File: src/rtl/cpu_mc_control.sv
// Multi-cycle control FSM for the 16-bit CPU: sequences fetch/decode/execute/memory/write-back,
// holds memory strobes until acknowledge, traps on illegal opcodes and memory timeouts.
module cpu_mc_control #(
    parameter int CNT_W       = 16,
    parameter int MEM_TIMEOUT = 0,
    parameter int TO_W        = 8
) (
    input  logic             Clock,
    input  logic             Reset,
    input  logic [3:0]       Opcode,
    input  logic             MemReady,
    output logic             IRWrite,
    output logic             PCWrite,
    output logic             PCWriteCond,
    output logic [1:0]       PCSrc,
    output logic             IorD,
    output logic             MemRead,
    output logic             MemWrite,
    output logic             RegWrite,
    output logic             RegDst,
    output logic             MemToReg,
    output logic             ALUSrc,
    output logic             Shift,
    output logic [1:0]       ALUOp,
    output logic             Halted,
    output logic             Illegal,
    output logic             BusErr,
    output logic             Retire,
    output logic [CNT_W-1:0] InstrCount
);

    typedef enum logic [2:0] {
        S_IDLE, S_FETCH, S_DECODE, S_EXEC, S_MEM, S_WB, S_HALT, S_TRAP
    } state_t;

    localparam logic [3:0] OP_RTYPE = 4'd0;
    localparam logic [3:0] OP_ADDI  = 4'd1;
    localparam logic [3:0] OP_LW    = 4'd2;
    localparam logic [3:0] OP_SW    = 4'd3;
    localparam logic [3:0] OP_BEQ   = 4'd4;
    localparam logic [3:0] OP_SHIFT = 4'd5;
    localparam logic [3:0] OP_JMP   = 4'd6;
    localparam logic [3:0] OP_HALT  = 4'd15;

    localparam logic [TO_W-1:0] WAIT_LAST = TO_W'(MEM_TIMEOUT - 1);
    localparam bit TIMEOUT_EN = (MEM_TIMEOUT != 0);

    state_t            state_reg, state_next;
    logic [3:0]        opcode_reg;
    logic [TO_W-1:0]   wait_reg;
    logic [CNT_W-1:0]  count_reg;
    logic              halted_reg, illegal_reg, bus_err_reg;
    logic              set_halt, set_illegal, set_bus_err;
    logic              wait_expired;
    logic              opcode_legal;

    // Expiry fires only in the limit cycle with no acknowledge; a late MemReady still wins.
    assign wait_expired = TIMEOUT_EN && (wait_reg == WAIT_LAST) && !MemReady;
    assign opcode_legal = (Opcode <= OP_JMP) || (Opcode == OP_HALT);

    always_comb begin
        state_next  = state_reg;
        IRWrite     = 1'b0;
        PCWrite     = 1'b0;
        PCWriteCond = 1'b0;
        PCSrc       = 2'b00;
        IorD        = 1'b0;
        MemRead     = 1'b0;
        MemWrite    = 1'b0;
        RegWrite    = 1'b0;
        RegDst      = 1'b0;
        MemToReg    = 1'b0;
        ALUSrc      = 1'b0;
        Shift       = 1'b0;
        ALUOp       = 2'b00;
        Retire      = 1'b0;
        set_halt    = 1'b0;
        set_illegal = 1'b0;
        set_bus_err = 1'b0;

        case (state_reg)
            S_IDLE: state_next = S_FETCH;
            S_FETCH: begin
                MemRead = 1'b1;
                if (MemReady) begin
                    IRWrite    = 1'b1;
                    PCWrite    = 1'b1;
                    state_next = S_DECODE;
                end else if (wait_expired) begin
                    set_bus_err = 1'b1;
                    state_next  = S_TRAP;
                end
            end
            S_DECODE: begin
                if (opcode_legal) begin
                    state_next = S_EXEC;
                end else begin
                    set_illegal = 1'b1;
                    state_next  = S_TRAP;
                end
            end
            S_EXEC: begin
                case (opcode_reg)
                    OP_RTYPE: begin
                        ALUOp      = 2'b10;
                        state_next = S_WB;
                    end
                    OP_ADDI: begin
                        ALUSrc     = 1'b1;
                        state_next = S_WB;
                    end
                    OP_SHIFT: begin
                        Shift      = 1'b1;
                        ALUSrc     = 1'b1;
                        state_next = S_WB;
                    end
                    OP_LW, OP_SW: begin
                        ALUSrc     = 1'b1;
                        state_next = S_MEM;
                    end
                    OP_BEQ: begin
                        ALUOp       = 2'b01;
                        PCWriteCond = 1'b1;
                        PCSrc       = 2'b01;
                        Retire      = 1'b1;
                        state_next  = S_FETCH;
                    end
                    OP_JMP: begin
                        PCWrite    = 1'b1;
                        PCSrc      = 2'b10;
                        Retire     = 1'b1;
                        state_next = S_FETCH;
                    end
                    default: begin
                        // Only HALT reaches here; illegal opcodes never leave DECODE.
                        Retire     = 1'b1;
                        set_halt   = 1'b1;
                        state_next = S_HALT;
                    end
                endcase
            end
            S_MEM: begin
                IorD     = 1'b1;
                MemRead  = (opcode_reg != OP_SW);
                MemWrite = (opcode_reg == OP_SW);
                if (MemReady) begin
                    if (opcode_reg == OP_SW) begin
                        Retire     = 1'b1;
                        state_next = S_FETCH;
                    end else begin
                        state_next = S_WB;
                    end
                end else if (wait_expired) begin
                    set_bus_err = 1'b1;
                    state_next  = S_TRAP;
                end
            end
            S_WB: begin
                RegWrite   = 1'b1;
                RegDst     = (opcode_reg == OP_RTYPE) || (opcode_reg == OP_SHIFT);
                MemToReg   = (opcode_reg == OP_LW);
                Retire     = 1'b1;
                state_next = S_FETCH;
            end
            default: state_next = state_reg;
        endcase
    end

    always_ff @(posedge Clock) begin
        if (Reset) begin
            state_reg   <= S_IDLE;
            opcode_reg  <= 4'd0;
            halted_reg  <= 1'b0;
            illegal_reg <= 1'b0;
            bus_err_reg <= 1'b0;
        end else begin
            state_reg <= state_next;
            if (state_reg == S_DECODE) begin
                opcode_reg <= Opcode;
            end
            if (set_halt) begin
                halted_reg <= 1'b1;
            end
            if (set_illegal) begin
                illegal_reg <= 1'b1;
            end
            if (set_bus_err) begin
                bus_err_reg <= 1'b1;
            end
        end
    end

    // Wait counter restarts on every state change and on each acknowledge.
    always_ff @(posedge Clock) begin
        if (Reset || (state_next != state_reg) || MemReady) begin
            wait_reg <= '0;
        end else if (TIMEOUT_EN && ((state_reg == S_FETCH) || (state_reg == S_MEM))) begin
            wait_reg <= wait_reg + 1'b1;
        end
    end

    always_ff @(posedge Clock) begin
        if (Reset) begin
            count_reg <= '0;
        end else if (Retire && (count_reg != {CNT_W{1'b1}})) begin
            count_reg <= count_reg + 1'b1;
        end
    end

    assign Halted     = halted_reg;
    assign Illegal    = illegal_reg;
    assign BusErr     = bus_err_reg;
    assign InstrCount = count_reg;

endmodule

File: config.mk
export PLATFORM = sky130hd
export DESIGN_NAME = cpu_mc_control
export DESIGN_NICKNAME = d
export VERILOG_FILES = /design/src/rtl/cpu_mc_control.sv
export SDC_FILE = /design/constraint.sdc
export NUM_CORES = 1
export LEC_CHECK = 0
export CAP_MARGIN = 10
export CORE_MARGIN = 3
export CORE_UTILIZATION = 42
export CTS_CLUSTER_DIAMETER = 100
export DETAILED_ROUTE_END_ITERATION = 16
export PLACE_DENSITY = 0.75
export SLEW_MARGIN = 5
export SYNTH_ARGS = -nofsm -noshare
export SYNTH_HDL_FRONTEND = slang
export SYNTH_SLANG_ARGS = --single-unit
File: constraint.sdc
create_clock -name Clock -period 2.15 [get_ports Clock]
set_clock_uncertainty 0.2 [all_clocks]
set_input_delay 0.215 -clock Clock [delete_from_list [all_inputs] [get_ports Clock]]
set_output_delay 0.215 -clock Clock [all_outputs]
set_load 0.02 [all_outputs]
==> metrics.md, run 1 <==
| Metric | Value |
|---|---|
| Outcome | finished, final reports clean |
| Row count | 20 |
| Area contributors post-synth | dfxtp_1 34%, a21oi_1 5.8%, nor2_1 5.4%, o21ai_0 3.4%, or3_1 3.4% |
| GRT overflow | 0 |
| Area leader, netlist | dfxtp_1 |
| Final setup viols | 0 |
| Register area | 513 um^2 |
| Post-synth cell types | 43 |
| Vias | approximately 1600 |
| DP Area | 2050 um^2 |
| Mapped Area | 1460 um^2 |
| Delay of the slowest critical-path stage | 0.51 ns |
| Mapped Cells | 190 |
| Worst rel slew slack | 64.3% |
| Max clock buf depth | 2 |
| Initial Utilization | 46.1% |
| Hpwl dp | 3130 um |
| Synth Flop Type | dfxtp_1 |
| Asr flop ratio synth | 0% |
| DIE WIDTH | 65.0 um |
| Final #Nets | 255 |
| Top-count cell post-synth | dfxtp_1 |
| Minimum clock period | between 2 and 2.5 ns |
| Syn-to-layout area delta | 46.1% |
| CP bufs+invs | 2 |
| Critical path class | flip-flop to flip-flop |
| Reg2reg start | state_reg[0] |
| Crit Path Max Fanout | 16 |
| Die ar. | 4230 um^2 |
| Design Area, Final | 2140 um^2 |
| Ant. Diodes | 0 |
| IO buf count | 40 |
| Initial antenna violation count | 0 |
| Fill cells | 294 |
| Most frequent cells after synthesis | 25 x dfxtp_1, 21 x nor2_1, 17 x a21oi_1 |
| Final hold vios | 0 |
| CTS Root Cell | clkbuf_4 |
| CP Data Required Time | 2.24 ns |
| GRT Resource Usage Total | 19.9% |
| Post-route DRC | 0 |
| Layout cells sized above 1 | a little under a third |
| Drt pass-1 iters | 4 |
| Clock Latency Late Sink | between 0.3 and 0.4 ns |
| Worst setup EP type | flip-flop |
| H-tree depth | 1 |
| Avg Cell Area, Syn | approximately 7.7 um^2 |
| Clk slew on worst S/H paths | about 0.15 ns |
| Routability Congestion | between 0.8 and 0.9 |
| Post-synth EDFFs | 0 |
| Vias in the first global route | 1576 |
| Critical path arrival | 2.16 ns |
| Yosys warning count | 0 |
| CTS Sinks | 25 |
| # hold bufs at CTS | 0 |
| Slew @ Worst Pin | 0.533 ns |
| Slowest CP cell | or4_1 |
| Antenna viol nets, final | 0 |
| DRT Wirelength | 4080 um |
| Peak supply drop | 306 uV |
| Hold Crit Class | flip-flop to flip-flop |
| Fin cells | 290 |
| CTS Buf Count | 3 |
| Leak pwr | 0.804 nW |
| Die Y | 65.0 um |
| Fmax | 483 MHz |
| # Max-Cap Violations | 0 |
| I/O Pins | 42 |
| DR vias/cell | 5.45 |
| First DRT Iteration DRCs | 113 |
| Unrepaired setup endpoints after global routing | yes |
| Startpoint Class | flip-flop |
| Synth top area share | 34.2% |
| PwrDens | 396 nW/um^2 |
| CTS tree | done |
| Crit path from | state_reg[0] |
| Largest delay contributor family on the critical path | simple AND/OR/NAND/NOR gates |
| Core area | 3180 um^2 |
| Synth Register Bits | 25 |
| Crit-path cells | buf_4 -> nor2b_1 -> nand2_2 -> o211a_4 -> buf_6 -> or4_1 -> a21oi_1 |
| Post-route clock period utilization | 96.3% |
| Largest net degree at the start of global routing | 17 |
| Syn Nets | roughly 200 |
| Design Power | 847 uW |
| Hold Crit Start | Illegal |
| Number of setup buffers added after CTS | 0 |
| First-pass GRT wire length | approximately 6800 um |
| Max reg flops | 16 |
| Final slew viol count | 0 |
| Register area share after synthesis | 34.2% |
| Multi-input logic area | 971 um^2 |
| Avg WL per Cell | between 10 and 15 um |
| Dpl cells | 286 |
==> metal layers <==
layer	track usage (%)	wire [um]
met5	0	0
met4	8.81	86
met2	37.3	2080
met1	22.2	1720
met3	2.43	196
==> area by class of cell <==
type | instances | area share, %
inverters | 6 | 1.05
multi-input cells | 144 | 45.4
repair buffers | 67 | 25.6
well taps | 44 | 2.57
clock buffers | 3 | 1.05
clock inverters | 1 | 0.351
flip-flops and latches | 25 | 24.0
==> through the flow <==
| step | util (%) | hold WS, ns | TNS [ns] | setup slack (ns) |
|---|---|---|---|---|
| floorplan | - | 0.162 | 0 | 0.00642 |
| global placement | 64.6 | 0.255 | -0.629 | -0.114 |
| detailed placement | 64.6 | 0.281 | -1.39 | -0.205 |
| CTS | 65.7 | 0.312 | -0.00928 | -0.00928 |
| global route | 67.3 | 0.320 | -0.0794 | -0.0367 |
| finish | 67.3 | 0.302 | 0 | 0.0790 |
==> final timing paths <==
check	endpoint	cells after the start	slack [ns]
worst max-delay path	InstrCount[15]	7	0.08
worst max register to register	InstrCount[15]	7	0.08
worst min register to register	Illegal	2	0.30
worst min-delay path	Illegal	2	0.30
==> cell usage in the layout (no fill, tap or decap), types with 7 or more instances in the layout <==
master	n
dfxtp_2	10
nor2_1	21
buf_4	26
nand2_1	10
a21oi_1	16
clkdlybuf4s50_1	24
o21ai_0	10
nand3_1	9
dfxtp_1	15
or3_1	7
==> power breakdown <==
group	switching (mW)	internal, mW
Sequential	0.00902	0.472
Clock	0.152	0.0714
Combinational	0.0774	0.0651
==> worst register-to-register path, delay by kind of cell (launching register included) <==
family	cells	cell delay [ns]
compound gates	2	0.33
buf+inv	2	0.29
flops	1	0.37
simple gates	3	0.84
==> logic make-up (layout without fill, tap and decap cells) <==
logic type	after synthesis	in the layout	share of synthesized area [%]
xor+xnor	2	2	1.20
fa+ha+maj	1	1	0.855
mux	8	8	5.81
buf+inv	21	77	6.50
flops	25	25	34.2
other cells	1	1	0.256
simple gates	94	94	36.1
compound gates	38	38	15.1
==> what timing repair did <==
action                                  in CTS  in global routing
pin swaps                                    1                  7
resized for setup                           41                 36
endpoints found under the setup margin      21                 23
Power figures use the tool's default switching activity.
==> run 2: changes to the inputs <==
Settings changed: SKIP_LAST_GASP set to 1.
==> metrics.md, run 2 (synthesis gave the netlist of run 1 again) <==
| Metric | Value |
|---|---|
| PwrDens | 399 nW/um^2 (+0.70%) |
| Routability Congestion | 0.878 (unchanged) |
| Worst setup EP type | flip-flop |
| Initial Utilization | 46.1% (unchanged) |
| Worst hold margin | 0.302 ns (-0.000690 ns) |
| Hold Crit Class | flip-flop to flip-flop |
| Design Area, Final | 2130 um^2 (-0.23%) |
| Slew @ Worst Pin | 0.534 ns (+0.000124 ns) |
| Delay of the slowest critical-path stage | 0.51 ns (about the same) |
| Post-layout util | 67.1% (-0.16 points) |
| Layout cells sized above 1 | 30.9% (unchanged) |
| Final slew viol count | 0 (unchanged) |
| Post-route clock period utilization | 96.0% (-0.35 points) |
| IO buf count | 40 (unchanged) |
| Minimum clock period | 2.06 ns (-0.00747 ns) |
| I/O Pins | 42 (unchanged) |
| Critical path class | flip-flop to flip-flop |
| Max reg flops | 16 (unchanged) |
| Startpoint Class | flip-flop |
| DP Area | 2050 um^2 (unchanged) |
| CTS Sinks | 25 (unchanged) |
| Syn-to-layout area delta | 45.7% |
| Vias in the first global route | 1581 (+0.32%) |
| Most common cell after layout, fill and taps aside | buf_4 |
| First-pass GRT wire length | 6770 um (unchanged) |
| Critical path arrival | 2.15 ns (about the same) |
| Avg WL per Cell | 14.0 um (-0.20%) |
| # hold bufs at CTS | 0 (unchanged) |
| Crit-path cells | buf_4 -> nor2b_2 -> nand2_2 -> o211a_4 -> buf_6 -> or4_1 -> a21oi_1 |
| Ant. Diodes | 0 (unchanged) |
| Peak supply drop | 307 uV (about the same) |
| Initial antenna violation count | 0 (unchanged) |
| Outcome | finished, final reports clean |
| Core area | 3180 um^2 (unchanged) |
| Drt pass-1 iters | 4 (unchanged) |
| CTS Root Cell | clkbuf_4 |
| CTS Buf Count | 3 (unchanged) |
| Leak pwr | 0.786 nW (-2.2%) |
| Final #Nets | 255 (unchanged) |
| DR vias/cell | 5.50 (+0.82%) |
| H-tree depth | 1 (unchanged) |
| Fin worst setup slack | 0.0864 ns (+0.00747 ns) |
| Fmax | 485 MHz (+0.36%) |
| CP Data Required Time | 2.24 ns (about the same) |
| Clk slew on worst S/H paths | 0.16 ns (about the same) |
| Die ar. | 4230 um^2 (unchanged) |
| Vias | 1594 (+0.82%) |
| Hpwl dp | 3130 um (unchanged) |
| Commonest cells after routing, fill and taps aside | 26 x buf_4, 24 x clkdlybuf4s50_1, 21 x nor2_1, 16 x dfxtp_1, 16 x a21oi_1 |
| CTS tree | done |
| Final hold vios | 0 (unchanged) |
| Unrepaired setup endpoints after global routing | yes |
| GRT Resource Usage Total | 20.0% (+0.073 points) |
| First DRT Iteration DRCs | 88 (-22%) |
| Die Y | 65.0 um (unchanged) |
| Post-route DRC | 0 (unchanged) |
| Final setup viols | 0 (unchanged) |
| Slowest CP cell | or4_1 |
| Largest net degree at the start of global routing | 17 (unchanged) |
| Antenna viol nets, final | 0 (unchanged) |
| DRT Wirelength | 4070 um (-0.20%) |
| GRT overflow | 0 (unchanged) |
| Fill cells | 295 (+0.34%) |
| Clock Latency Late Sink | 0.34 ns (about the same) |
| Number of setup buffers added after CTS | 0 (unchanged) |
| # Max-Cap Violations | 0 (unchanged) |
| Row count | 20 (unchanged) |
| Max clock buf depth | 2 (unchanged) |
| Worst rel slew slack | 64.3% (about the same) |
| Crit Path Max Fanout | 16 (unchanged) |
| DIE WIDTH | 65.0 um (unchanged) |
| Placement Setup Slack | -0.205 ns (unchanged) |
==> run 2: cell count changes in the layout (fill, tap and decap cells not counted), sizes merged <==
cell	delta
buf	-2
clkbuf	+2
==> run 2: what timing repair did <==
item	in CTS	in global routing
pin swaps	1	2
setup endpoints to repair	21	22
gates resized for setup	35	39
==> run 2: critical path, delay by kind of cell, from the launching register on <==
family	cells	cell delay, ns
and+or+nand+nor	3	0.81
DFF	1	0.37
AOI/OAI and AO/OA	2	0.34
buffers and inverters	2	0.29
==> run 2: power breakdown <==
group / internal [mW] / leakage [nW] / switching [mW] / total (mW)
registers: 0.472 / 0.207 / 0.00919 / 0.481
clock network: 0.0714 / 0.0139 / 0.155 / 0.227
logic: 0.0656 / 0.566 / 0.0776 / 0.143
==> run 2: routing by layer <==
layer / vias up / track usage [%] / routed length [um]
li1: 792 / - / -
met1: 746 / 22.2 / 1760
met2: 47 / 37.2 / 2070
met3: 9 / 2.77 / 156
met4: 0 / 9.07 / 86
met5: - / 0 / 0
==> run 2: area by class of cell <==
type | instances | area [um^2] | share of cell area (%)
Clock buffer | 3 | 22.5 | 1.06
Clock inverter | 1 | 7.51 | 0.352
Inverter | 6 | 22.5 | 1.06
Multi-Input combinational cell | 144 | 967 | 45.3
Sequential cell | 25 | 512 | 24.0
Tap cell | 44 | 55.1 | 2.58
Timing Repair Buffer | 67 | 547 | 25.6
==> run 2: path summary, 6_finish.rpt <==
check                             startpoint              to  slack, ns  cells after the start
worst max-delay path            state_reg[0]  InstrCount[15]       0.09                      7
worst min-delay path                 Illegal         Illegal       0.30                      2
worst max register to register  state_reg[0]  InstrCount[15]       0.09                      7
worst min register to register       Illegal         Illegal       0.30                      2
==> run 2: metrics by stage <==
stage,instances,total power [mW],setup TNS [ns]
2_1_floorplan,190,0.569,0
3_3_place_gp,286,0.626,-0.629
3_5_place_dp,286,0.632,-1.39
4_1_cts,290,0.843,-0.191
5_1_grt,290,0.884,-0.180
6_report,290,0.851,0
==> run 3: changes to the inputs <==
Settings changed: SLEW_MARGIN 5 to 10.
==> results of run 3 <==
No change in the layout: final DEF, timing and power equal those of run 2.
